==> src/rtl/seq_adder_pkg.sv <==
// Shared encodings for the sequential channel adder: operation modes and FSM states.
package seq_adder_pkg;

  typedef enum logic [1:0] {
    MODE_ADD   = 2'b00,
    MODE_SUB   = 2'b01,
    MODE_ACC   = 2'b10,
    MODE_CLEAR = 2'b11
  } mode_e;

  typedef enum logic [1:0] {
    IDLE = 2'b00,
    SUM  = 2'b01,
    DONE = 2'b10
  } state_e;

endpackage

==> src/rtl/seq_adder_step.sv <==
// One WIDTH-bit add or subtract step; cout is carry-out for add, borrow for subtract.
// Purely combinational, no latency, no flow control.
module seq_adder_step #(
  parameter int WIDTH = 16
) (
  input  logic [WIDTH-1:0] a,
  input  logic [WIDTH-1:0] b,
  input  logic             sub,
  output logic [WIDTH-1:0] sum,
  output logic             cout
);

  logic [WIDTH:0] ext;

  // The extra top bit of the widened difference is set exactly when a < b.
  always_comb begin
    if (sub) ext = {1'b0, a} - {1'b0, b};
    else     ext = {1'b0, a} + {1'b0, b};
  end

  assign sum  = ext[WIDTH-1:0];
  assign cout = ext[WIDTH];

endmodule

==> src/rtl/seq_adder_core.sv <==
// Sequential CHANNELS-operand ADD/SUB/ACC reducer, one channel per cycle; result/done CHANNELS cycles after start.
// No backpressure: a start seen while busy or done is dropped and latched in the sticky overrun flag.
module seq_adder_core #(
  parameter int WIDTH    = 16,
  parameter int CHANNELS = 4
) (
  input  logic                      ti_clk,
  input  logic                      reset,
  input  logic                      start,
  input  logic [1:0]                mode,
  input  logic [CHANNELS*WIDTH-1:0] operands,
  output logic [WIDTH-1:0]          result,
  output logic                      carry,
  output logic                      overrun,
  output logic                      busy,
  output logic                      done,
  output logic [15:0]               count
);

  import seq_adder_pkg::*;

  localparam int              IDX_W    = (CHANNELS > 1) ? $clog2(CHANNELS) : 1;
  localparam logic [IDX_W-1:0] LAST_IDX = IDX_W'(CHANNELS - 1);

  state_e                    state, state_nxt;
  mode_e                     op_mode;
  logic [CHANNELS*WIDTH-1:0] snap;
  logic [WIDTH-1:0]          acc;
  logic                      acc_carry;
  logic [IDX_W-1:0]          idx;

  logic                      accept, clear_req, ignored;
  logic [WIDTH-1:0]          ch0;
  logic [WIDTH-1:0]          step_a, step_b, step_sum;
  logic                      step_sub, step_cout;

  assign ch0 = operands[WIDTH-1:0];

  // The step unit is shared: in IDLE it forms result+ch0 for ACC, in SUM it folds in the next channel.
  always_comb begin
    state_nxt = state;
    accept    = 1'b0;
    clear_req = 1'b0;
    ignored   = 1'b0;
    step_a    = acc;
    step_b    = snap[int'(idx)*WIDTH +: WIDTH];
    step_sub  = (op_mode == MODE_SUB);

    case (state)
      IDLE: begin
        step_a   = result;
        step_b   = ch0;
        step_sub = 1'b0;
        if (start) begin
          if (done) begin
            ignored = 1'b1;
          end else if (mode_e'(mode) == MODE_CLEAR) begin
            clear_req = 1'b1;
          end else begin
            accept    = 1'b1;
            state_nxt = (CHANNELS > 1) ? SUM : DONE;
          end
        end
      end
      SUM: begin
        ignored = start;
        if (idx == LAST_IDX) state_nxt = DONE;
      end
      DONE: begin
        ignored   = start;
        state_nxt = IDLE;
      end
      default: state_nxt = IDLE;
    endcase
  end

  seq_adder_step #(.WIDTH(WIDTH)) u_step (
    .a    (step_a),
    .b    (step_b),
    .sub  (step_sub),
    .sum  (step_sum),
    .cout (step_cout)
  );

  always_ff @(posedge ti_clk) begin
    if (reset) state <= IDLE;
    else       state <= state_nxt;
  end

  always_ff @(posedge ti_clk) begin
    if (reset) begin
      result    <= '0;
      carry     <= 1'b0;
      overrun   <= 1'b0;
      busy      <= 1'b0;
      done      <= 1'b0;
      count     <= '0;
      acc       <= '0;
      acc_carry <= 1'b0;
      idx       <= '0;
      op_mode   <= MODE_ADD;
      snap      <= '0;
    end else begin
      // busy trails the SUM state by one edge, so it drops in the done cycle.
      busy <= (state == SUM);
      done <= clear_req || (state == DONE);
      if (ignored) overrun <= 1'b1;

      if (accept) begin
        snap    <= operands;
        op_mode <= mode_e'(mode);
        idx     <= IDX_W'(1);
        if (mode_e'(mode) == MODE_ACC) begin
          acc       <= step_sum;
          acc_carry <= step_cout;
        end else begin
          acc       <= ch0;
          acc_carry <= 1'b0;
        end
      end

      if (clear_req) begin
        result  <= '0;
        carry   <= 1'b0;
        overrun <= 1'b0;
      end

      if (state == SUM) begin
        acc       <= step_sum;
        acc_carry <= acc_carry | step_cout;
        idx       <= idx + IDX_W'(1);
      end

      if (state == DONE) begin
        result <= acc;
        carry  <= acc_carry;
        count  <= count + 16'd1;
      end
    end
  end

endmodule

==> config.mk <==
export PLATFORM = sky130hd
export DESIGN_NAME = seq_adder_core
export DESIGN_NICKNAME = d
export VERILOG_FILES = /design/src/rtl/seq_adder_pkg.sv /design/src/rtl/seq_adder_step.sv /design/src/rtl/seq_adder_core.sv
export SDC_FILE = /design/constraint.sdc
export NUM_CORES = 1
export LEC_CHECK = 0
export ABC_AREA = 1
export BUFFER_PORTS_ARGS = -buffer_cell sky130_fd_sc_hd__buf_4
export CORE_ASPECT_RATIO = 0.9
export CORE_MARGIN = 1.5
export CORE_UTILIZATION = 50
export DETAILED_ROUTE_END_ITERATION = 12
export PLACE_DENSITY = 0.72
export SYNTH_ARGS = -nofsm -noshare
export SYNTH_HDL_FRONTEND = slang
export SYNTH_SLANG_ARGS = --single-unit
==> constraint.sdc <==
create_clock -name ti_clk -period 8.7 [get_ports ti_clk]
set_clock_uncertainty 0.1 [all_clocks]
set_input_delay 2.61 -clock ti_clk [delete_from_list [all_inputs] [get_ports ti_clk]]
set_output_delay 2.61 -clock ti_clk [all_outputs]
set_load 0.02 [all_outputs]
==> summary by stage <==
STA
The setup-violating endpoint count in the final report is 0. The highest achievable clock rate is 195 MHz. Setup repair after global routing left no endpoint under its margin. Adding up every negative setup slack in the final design gives 0 ps. The final-report max-slew violation count is 0. Of the available clock period, the critical path in the final layout requires 0.589. For the pin with the worst max-slew slack, the measured transition is 988 ps.

The number of hold violations in the final report came to 0. Measured against its own limit, the worst slew margin works out to 0.341. The final period demand of the worst path is between 5000 and 6000 ps.

Routing
The routed design has 17,400 µm of wire. The ratio of routed vias to standard cells is 5.23. The first-pass detailed-route iteration total is 8. After the first detailed-routing iteration, the DRC count stood at 347. The total DRC errors in the routed layout is 3. After detailed routing, the average wire length per cell comes to 13.9 µm. The vias after detailed routing is 6,547. The post-route antenna net violation count is 0.

Power
The share of total power dissipated in the clock network is 0.341. Dividing total power by cell area gives a power density of 274 mW/mm². The sequential share of power is 0.305. In this run the power spent charging and discharging nets is 0.822 mW. Cell internal power was estimated by the tool at about 1.4 mW. Of the total power, the share spent switching nets is 0.366. The maximum resistive drop on vdd is 0.000156 V.

Of the total power, combinational logic draws 0.354. In this run the static leakage power is 3.70 nW.

Synthesis
Of the total synthesized cell area, the portion taken by AND, OR, NAND and NOR gates is 0.244. The cell count after synthesis came out at 996. The fraction of the yosys area taken by sequential cells is 0.362.

The share of async-settable or async-resettable flops after synthesis is 0. In this run, synthesis produced a sequential element count of 123. During synthesis, Yosys emitted a total of 0 warnings.

The share of synthesized area in the top cell type comes to 0.362. Of the total synthesized cell area, the portion taken by full adders, half adders and majority gates is 0.0453. The multiplexer share of the synthesized area is 0.00295.

The leading register cell type out of synthesis is dfxtp_1. The area of the mapped netlist is roughly 0.007 mm². Yosys attributes the largest share of cell area to dfxtp_1 36%, nand2_1 13%, a21oi_1 9.5%, o21ai_0 7.3%, inv_1 6.2%. In this run, distinct cell masters in the synthesized netlist total 50. dfxtp_1 takes more of the synthesized area than any other cell. The number of nets in the synthesized netlist is ~1,100. The XOR/XNOR share of the synthesized area is 0.0219. The complex-gate fraction of the synthesized area was 0.214.

After synthesis, the largest family of logic cells by area is simple AND/OR/NAND/NOR gates. The mean instance size in the synthesized netlist is 6.82 µm². Yosys mapped a number of flops with a built-in enable equal to 0.

Final layout
The area used by sequential logic in the layout is 0.00246 mm². The count of nets after finishing is 1,164. The share of cells above drive strength 1 is 0.167. After filler insertion, the fill cell instance count of the layout stands at approximately 1,300. Summing all multi-input logic gate instances after layout gives 0.00359 mm².

The number of standard cells in the layout, taps in and fillers out is between 1,000 and 1,500. The area growth from synthesis to layout is 20.5%. The number of antenna diodes in the final layout is 0.

Worst setup path
The kind of launch point of the worst setup path is an input port. The kind of end point of the critical path is a flip-flop. The data required time at the worst endpoint is 8880 ps. In this run the worst path has a maximum fanout of around 120. The startpoint identified for the worst register-to-register timing path is idx[1]$_SDFFE_PP0P_. The endpoint of the lowest-slack register-to-register path is acc[15]$_SDFFE_PP0P_. The worst reg-to-reg setup slack is 4510 ps. The worst path arrival time is 5300 ps. The count of cells along the worst register-to-register path is 21. The setup path with the least slack is of type in2reg.

Floorplanning
The full die area is 0.0143 mm². The die extent in x is 126 µm. The initial utilization of the core area, before any placement, comes to 0.511. In this run the vertical extent of the chip is 114 µm. The number of core rows is 40. Pin placement for this block handled 105 I/O pins. The core region is 0.0133 mm².

Global route
The global-route usage over all layers is 0.252. The number of antenna violations at the first check in global routing is 0. The pin count of the biggest net entering global routing is 120. The total grt overflow is 0. The number of global-route vias before repair is 6,146. The first global-routing pass estimated 29,000 µm of wire.

Clock network
The later pin in the worst-skew pair is clocked with a latency of 420 ps. The clock root buffer is clkbuf_16. The post-cts sizing count is 0. The H-tree generated during clock tree synthesis spans 4 levels. The clock passes through at most 2 buffers. The count of hold buffers inserted by post-cts repair is 0. TritonCTS created 17 clock buffers. TritonCTS built the clock tree. Clock tree synthesis found a total of 123 sinks. Buffers added to address setup during post-CTS repair amount to 0.

After clock tree synthesis, the clock-pin slew on the worst setup and hold paths is 60 ps.

Worst hold path
In this run the most critical hold path is launched from snap[31]$_SDFFE_PP0P_. The hold-critical path endpoint is snap[31]$_SDFFE_PP0P_. The cell depth of the worst hold path is 2.

The worst min-delay path category is reg2reg.

Placement
The congestion estimate from routability-driven global placement came to 0.888. The detailed placer's ending HPWL is 12,200 µm. Input and output buffers added on the ports amount to 104. Once placement completed, the tool counted placed cells totaling 1,220.

Status
The checks that failed: DRC. The run finished, with violations left.

Run
The count of max-cap constraint violations is 0.
==> cell families after synthesis <==
| logic type | Yosys count |
|---|---|
| AOI/OAI and AO/OA | 269 |
| xor gates and xnor gates | 17 |
| adders and majority gates | 24 |
| buffers and inverters | 174 |
| DFF | 123 |
| muxes | 2 |
| and+or+nand+nor | 387 |
==> per-layer routing <==
metal  vias up  share of wire  routed length, µm  GRT usage
met1      2960           0.47               8160      0.326
met2       150           0.47               8090      0.422
met5         -              0                  0          0
met3        21          0.047                820     0.0577
met4         0          0.017                303     0.0805
li1       3416              -                  -          -
==> placed cells by master, fill, tap and decap left out, types with 2 or more instances in the layout <==
cell / instances
a21oi_1: 129
a211oi_1: 2
nand3_1: 59
clkinv_4: 2
o21ai_0: 99
mux2i_1: 2
dfxtp_1: 123
a221oi_1: 8
xnor2_1: 7
nor2_2: 7
bufinv_16: 4
o22ai_1: 3
nor2_1: 50
clkbuf_8: 4
clkinv_1: 2
nand2_1: 237
nor3_1: 11
or2_2: 2
ha_1: 23
buf_4: 109
o211ai_1: 6
inv_2: 7
clkbuf_16: 17
nand2_2: 10
xor2_1: 10
o21ai_2: 4
o21a_1: 2
nand4_1: 3
o21bai_1: 4
o21ai_1: 4
inv_1: 110
a31oi_1: 2
clkinv_2: 4
==> how the worst max path moves through the flow <==
stage	from	to	slack, ps	cells past startpoint
after floorplan	operands[1]	acc_carry$_SDFFE_PP0P_	3810	17
after global placement	start	acc[7]$_SDFFE_PP0P_	3200	12
after detailed placement	start	acc[7]$_SDFFE_PP0P_	3170	12
after CTS	start	acc[7]$_SDFFE_PP0P_	3610	12
after global routing	start	acc[7]$_SDFFE_PP0P_	3280	12
final	start	acc[7]$_SDFFE_PP0P_	3580	12
==> registers in the layout, summed over array words and instances, names as in the netlist <==
register and flops:
acc 16, acc_carry 1, busy 1, carry 1, count 16, done 1
idx 2, op_mode 2, overrun 1, result 16, snap 64, state 2
==> power by group through the flow <==
stage          registers [mW]  logic (mW)  clock network (mW)
5_1_grt                 0.695       0.905               0.805
4_1_cts                 0.686       0.791               0.779
3_3_place_gp            0.696       0.779                   0
6_report                0.686       0.794               0.765
2_1_floorplan           0.694       0.619                   0
3_5_place_dp            0.697       0.784                   0
==> cells in the mapped netlist (3+ instances only) <==
master / instances
xor2_1: 10
buf_6: 5
nand2_1: 237
nand2_2: 10
o21ai_2: 4
o22ai_1: 3
a21oi_1: 129
o21bai_1: 4
nor2_1: 50
o211ai_1: 6
clkbuf_1: 29
nor2_2: 7
a221oi_1: 8
dfxtp_1: 123
o21ai_0: 99
nor3_1: 11
inv_2: 6
nand4_1: 3
nand3_1: 59
o21ai_1: 4
buf_2: 10
buf_4: 5
xnor2_1: 7
buf_1: 3
inv_1: 112
ha_1: 23
==> area by class of cell <==
class,instances,share of cell area
clock buffer,21,0.0587
clock inverter,11,0.0202
sequential,123,0.301
timing repair buffer,109,0.0999
multi-input combinational,699,0.439
tap,168,0.0257
inverter,121,0.0564
==> stage by stage <==
stage / util / power, mW / area [µm²] / worst slack, ps / hold WS, ps
after floorplan: - / 1.31 / 6800 / 3810 / 329
after global placement: 0.567 / 1.48 / 7550 / 3200 / 342
after detailed placement: 0.567 / 1.48 / 7550 / 3170 / 343
after CTS: 0.615 / 2.26 / 8190 / 3610 / 352
after global routing: 0.615 / 2.40 / 8190 / 3280 / 363
final: 0.615 / 2.25 / 8190 / 3580 / 351
==> critical path: stages <==
cell     delay (ps)
buf_4           100
inv_1            90
nor2_1           50
nand2_1         110
nor2_2          100
inv_2            70
buf_4           740
nand2_1         720
inv_2           440
a21oi_1          70
o21ai_0          90
a21oi_1          90
Note: power is estimated with default switching activity, not from simulation.
